**config.mk**
```make
export PLATFORM = sky130hd
export DESIGN_NAME = ps2_rx
export DESIGN_NICKNAME = d
export VERILOG_FILES = /design/src/rtl/ps2_rx.sv
export SDC_FILE = /design/constraint.sdc
export NUM_CORES = 1
export LEC_CHECK = 0
export BUFFER_PORTS_ARGS = -buffer_cell sky130_fd_sc_hd__buf_2
export CAP_MARGIN = 15
export CORE_UTILIZATION = 35
export DETAILED_ROUTE_END_ITERATION = 10
export HOLD_SLACK_MARGIN = 0.1
export SKIP_CTS_REPAIR_TIMING = 1
export SLEW_MARGIN = 20
export SYNTH_ARGS = -nofsm -noshare
export SYNTH_HDL_FRONTEND = slang
export SYNTH_SLANG_ARGS = --single-unit
```
**constraint.sdc**
```tcl
create_clock -name clk -period 2.15 [get_ports clk]
set_input_delay 0.215 -clock clk [delete_from_list [all_inputs] [get_ports clk]]
set_output_delay 0.215 -clock clk [all_outputs]
set_load 0.02 [all_outputs]
```
**src/rtl/ps2_rx.sv**
```systemverilog
// ps2_rx: PS/2 device-to-host receiver with input filtering, frame checks and watchdog.
// Define PS2_PREFIX_DECODE_EN to fold E0/F0 prefixes into is_ext/is_break.
module ps2_rx #(
    parameter int CLOCK_FREQUENCY = 200000000,
    parameter int FILTER_LEN      = 16,
    parameter int TIMEOUT_US      = 200
) (
    input  logic       clk,
    input  logic       rst,
    input  logic       ps2_clk,
    input  logic       ps2_data,
    output logic [7:0] dout,
    output logic       dout_valid,
    output logic       is_break,
    output logic       is_ext,
    output logic       frame_err
);
    localparam int TIMEOUT_CYC = CLOCK_FREQUENCY / 1000000 * TIMEOUT_US;
    localparam int WD_W        = $clog2(TIMEOUT_CYC + 1);
    typedef enum logic [1:0] {IDLE, DATA, PARITY, STOP} state_e;
    // Bit 0 carries the PS/2 clock, bit 1 the PS/2 data.
    logic [1:0] s1_q, s2_q, f_q;
    logic [7:0] cnt_q [2];
    logic fprev_q, fall_q, din;
    state_e state_q;
    logic [2:0] bitcnt_q;
    logic [7:0] sh_q, dout_q;
    logic perr_q, valid_q, err_q;
    logic [WD_W-1:0] wd_q, wd_d;
    logic timeout, stop_evt, accept, err_d, valid_d;
    assign din = f_q[1];
    assign wd_d = wd_q + 1'b1;
    always_ff @(posedge clk) begin
        if (rst) begin
            s1_q    <= 2'b11;
            s2_q    <= 2'b11;
            f_q     <= 2'b11;
            cnt_q   <= '{default: '0};
            fprev_q <= 1'b1;
            fall_q  <= 1'b0;
        end else begin
            s1_q    <= {ps2_data, ps2_clk};
            s2_q    <= s1_q;
            for (int i = 0; i < 2; i++) begin
                if (s2_q[i] == f_q[i]) begin
                    cnt_q[i] <= '0;
                end else if (cnt_q[i] == 8'(FILTER_LEN - 1)) begin
                    f_q[i]   <= s2_q[i];
                    cnt_q[i] <= '0;
                end else begin
                    cnt_q[i] <= cnt_q[i] + 8'd1;
                end
            end
            fprev_q <= f_q[0];
            fall_q  <= fprev_q & ~f_q[0];
        end
    end
    // The watchdog fires on the edge where the counter would reach TIMEOUT_CYC-1.
    assign timeout  = state_q != IDLE && !fall_q && wd_d == WD_W'(TIMEOUT_CYC - 1);
    assign stop_evt = fall_q && state_q == STOP;
    assign accept   = stop_evt && din && !perr_q;
    assign err_d    = timeout || (fall_q && state_q == IDLE && din) || (stop_evt && !accept);
    always_ff @(posedge clk) begin
        if (rst) begin
            state_q  <= IDLE;
            bitcnt_q <= '0;
            sh_q     <= '0;
            perr_q   <= 1'b0;
            wd_q     <= '0;
        end else begin
            wd_q <= (state_q == IDLE || fall_q || timeout) ? '0 : wd_d;
            if (timeout) begin
                state_q <= IDLE;
            end else if (fall_q) begin
                case (state_q)
                    IDLE: begin
                        state_q  <= din ? IDLE : DATA;
                        bitcnt_q <= '0;
                    end
                    DATA: begin
                        sh_q     <= {din, sh_q[7:1]};
                        bitcnt_q <= bitcnt_q + 3'd1;
                        state_q  <= bitcnt_q == 3'd7 ? PARITY : DATA;
                    end
                    PARITY: begin
                        perr_q  <= ~(^sh_q ^ din);
                        state_q <= STOP;
                    end
                    default: state_q <= IDLE;
                endcase
            end
        end
    end
`ifdef PS2_PREFIX_DECODE_EN
    logic ext_pend_q, brk_pend_q, is_ext_q, is_brk_q, is_pfx;
    assign is_pfx  = sh_q == 8'hE0 || sh_q == 8'hF0;
    assign valid_d = accept && !is_pfx;
    always_ff @(posedge clk) begin
        if (rst || err_d) begin
            ext_pend_q <= 1'b0;
            brk_pend_q <= 1'b0;
        end else if (accept) begin
            ext_pend_q <= is_pfx && (ext_pend_q || sh_q == 8'hE0);
            brk_pend_q <= is_pfx && (brk_pend_q || sh_q == 8'hF0);
        end
    end
    always_ff @(posedge clk) begin
        if (rst) begin
            is_ext_q <= 1'b0;
            is_brk_q <= 1'b0;
        end else if (valid_d) begin
            is_ext_q <= ext_pend_q;
            is_brk_q <= brk_pend_q;
        end
    end
    assign is_ext   = is_ext_q;
    assign is_break = is_brk_q;
`else
    assign valid_d  = accept;
    assign is_ext   = 1'b0;
    assign is_break = 1'b0;
`endif
    always_ff @(posedge clk) begin
        if (rst) begin
            dout_q  <= '0;
            valid_q <= 1'b0;
            err_q   <= 1'b0;
        end else begin
            dout_q  <= valid_d ? sh_q : dout_q;
            valid_q <= valid_d;
            err_q   <= err_d;
        end
    end
    assign dout       = dout_q;
    assign dout_valid = valid_q;
    assign frame_err  = err_q;
endmodule

```
==> flow_summary_export.csv <==
group,metric,value,unit
cells_and_area,nFillCells,780,
clock_network,clkTransAtPathRegs,0.08,ns
global_routing,grt_pass1_vias,1961,
clock_network,cts_buffer_depth,2,
critical_path,worst_ep_arrival_time,2.25,ns
yosys,syn_area_per_cell,9.16,sq um
route,first_pass_iters,4,
place,dpl.cell_count,423,
critical_path,cp_max_fo,6,
global_routing,grt_overflow_total,0,
sta,max_freq,0.491,GHz
floorplan,ios,16,
route,routedWlPerCell,11.2,um
global_routing,grt_util_all_layers,0.127,
yosys,synth-seq-cells,64,
sta,drv_slew,0,
worst_hold_path,holdCritPathClass,"in -> reg",
sta,setup_viol,0,
sta,layout_min_cycle_time,2.04,ns
power,power_leakage,1.30,nW
route,via_count,2119,
route,drcViolationCount,0,
floorplan,start_util,0.364,
yosys,synth_cell_types,46,
cells_and_area,multi_input_area,1470,sq um
yosys,postSynthCellCount,309,
sta,relSlewSlack,0.622,
place,pre_cts_ws,0.0440,ns
yosys,seq_area_frac_synth,0.453,
floorplan,std_cell_rows,32,
power,ir_drop,0.350,mV
clock_network,cts_root_buf,"clkbuf_8",
cells_and_area,utilization,0.423,
cells_and_area,layout_commonest_cell,"dfxtp_1",
sta,worstMarginPinSlew,0.568,ns
cells_and_area,final_cell_mix,"dfxtp_1, nor2_1, xnor2_1, nand2_1, mux2i_1",
outcome,status,"completed",
sta,grt_setup_unrepaired,"no",
critical_path,critPathKind,"reg -> reg",
sta,hold_violations,0,
cells_and_area,n_antenna_cell,0,
yosys,ys_warn_count,0,
place,port_buffers,13,
sta,tns,0,ns
global_routing,antenna_found_initial,0,
clock_network,cts_buffers,9,
global_routing,grt_max_degree,36,
cells_and_area,drive_above_1_share,0.171,
clock_network,cts_tree,"done",
critical_path,end_kind,"register",
clock_network,cts_max_level,3,
route,ant_nets,0,
floorplan,core,7770,sq um
global_routing,grt_pass1_wl,8580,um
place,dp_hpwl,3370,um
sta,post-route-period-util,0.947,
cells_and_area,regArea,1280,sq um
critical_path,required,2.36,ns
sta,clock_skew,0.00837,ns
clock_network,clk_latency,0.34,ns
cells_and_area,nets,344,
run,drv_cap,0,
floorplan,die-area,8450,sq um
yosys,syn-cell-area,2830,sq um
critical_path,cp-start-kind,"register",
cells_and_area,area_delta_synth_final,16.1,%
route,first_iter_violations,108,
route,vias_per_cell,4.80,
floorplan,die_h,91.9,um
floorplan,die_x,91.9,um
place,gp_congestion,0.779,
route,routed_wirelength,4940,um
clock_network,cts_sinks,64,
power,power-per-cell-area,662,nW/um^2
cells_and_area,instances_no_fill,441,
sta,fin_ws,0.114,ns
[synthesized netlist by cell type (all sizes together)]
cell type / n / area [sq um]
a41o: 1 / 10.0
o31a: 1 / 8.76
and3b: 1 / 8.76
ha: 6 / 75.1
a21oi: 6 / 30.0
o21bai: 1 / 7.51
o22ai: 1 / 6.26
a31oi: 2 / 12.5
inv: 5 / 18.8
and3: 3 / 18.8
or2: 7 / 43.8
dfxtp: 64 / 1280
buf: 6 / 35.0
and4: 4 / 35.0
nor2: 52 / 195
o21a: 1 / 7.51
nor2b: 6 / 37.5
xnor2: 23 / 201
nor4b: 2 / 17.5
or4: 3 / 22.5
nand2b: 1 / 6.26
a21o: 2 / 15.0
xor2: 12 / 105
nand4: 7 / 43.8
mux2i: 16 / 160
a211o: 2 / 17.5
clkbuf: 11 / 42.5
o21ai: 4 / 20.0
a211oi: 10 / 87.6
or3: 4 / 35.0
nand4b: 1 / 8.76
nand3: 13 / 65.1
nand3b: 3 / 22.5
nor3: 1 / 5.00
nand2: 21 / 81.3
and2: 1 / 6.26
conb: 1 / 3.75
nor4: 2 / 12.5
o2111ai: 1 / 8.76
a41oi: 1 / 8.76
[cell families (layout without fill, tap and decap cells)]
group,count (synthesis),count (layout),share of synthesized area
XOR/XNOR,35,35,0.108
flip-flops,64,64,0.453
AND/OR/NAND/NOR,132,132,0.235
multiplexers,16,16,0.0566
buffers and inverters,22,51,0.0341
other,1,2,0.00133
AO/OA/AOI/OAI,33,33,0.0849
adder cells (fa/ha/maj),6,6,0.0265
[per-stage QoR]
stage / hold WS (ns) / instance area (sq um) / power, mW
final: 0.351 / 3280 / 2.17
after CTS: 0.0302 / 3250 / 2.22
after global routing: 0.364 / 3280 / 2.27
after floorplan: 0.319 / 2830 / 1.24
after detailed placement: 0.395 / 3060 / 1.24
after global placement: 0.393 / 3060 / 1.24
[layer usage]
layer / track usage / routed length (um) / vias to the layer above
li1: - / - / 1104
met1: 0.158 / 2440 / 980
met2: 0.200 / 2280 / 31
met3: 0.0456 / 202 / 4
met4: 0.0521 / 24 / 0
met5: 0 / 0 / -
[final timing paths]
| check | slack, ns | cells past startpoint | endpoint | start |
|---|---|---|---|---|
| setup / recovery | 0.11 | 7 | wd_q[2] | wd_q[0] |
| hold / removal | 0.35 | 2 | dout[2] | rst |
| setup reg to reg | 0.11 | 7 | wd_q[2] | wd_q[0] |
| hold reg to reg | 0.41 | 2 | fall_q | fprev_q |
[registers in the layout, indices dropped and copies added (netlist names), 3 cells and up]
register  count
cnt_q        16
sh_q          8
dout          8
bitcnt_q      3
wd_q         16
[final cells by class]
type                       instances  area share
timing repair buffer              30      0.0614
multi-input combinational        224       0.446
inverter                           5     0.00572
clock buffer                      10      0.0419
clock inverter                     6      0.0152
sequential                        64       0.391
tap                              102      0.0389
[where the power goes]
part           switching [mW]  leakage, nW  internal (mW)  total (mW)
combinational          0.0167        0.698        0.00885      0.0256
clock                   0.492       0.0899          0.463       0.956
sequential            0.00215        0.517           1.19        1.19
total                   0.511         1.30           1.66        2.17
[worst max-delay path: stages, from the launching register on]
cell and delay (ns):
dfxtp_2 0.36, ha_1 0.17, nand4_1 0.15, or4_1 0.54, and3_1 0.24, a211oi_4 0.25
buf_6 0.15, a211oi_1 0.07
(Power assumes the default switching activity.)
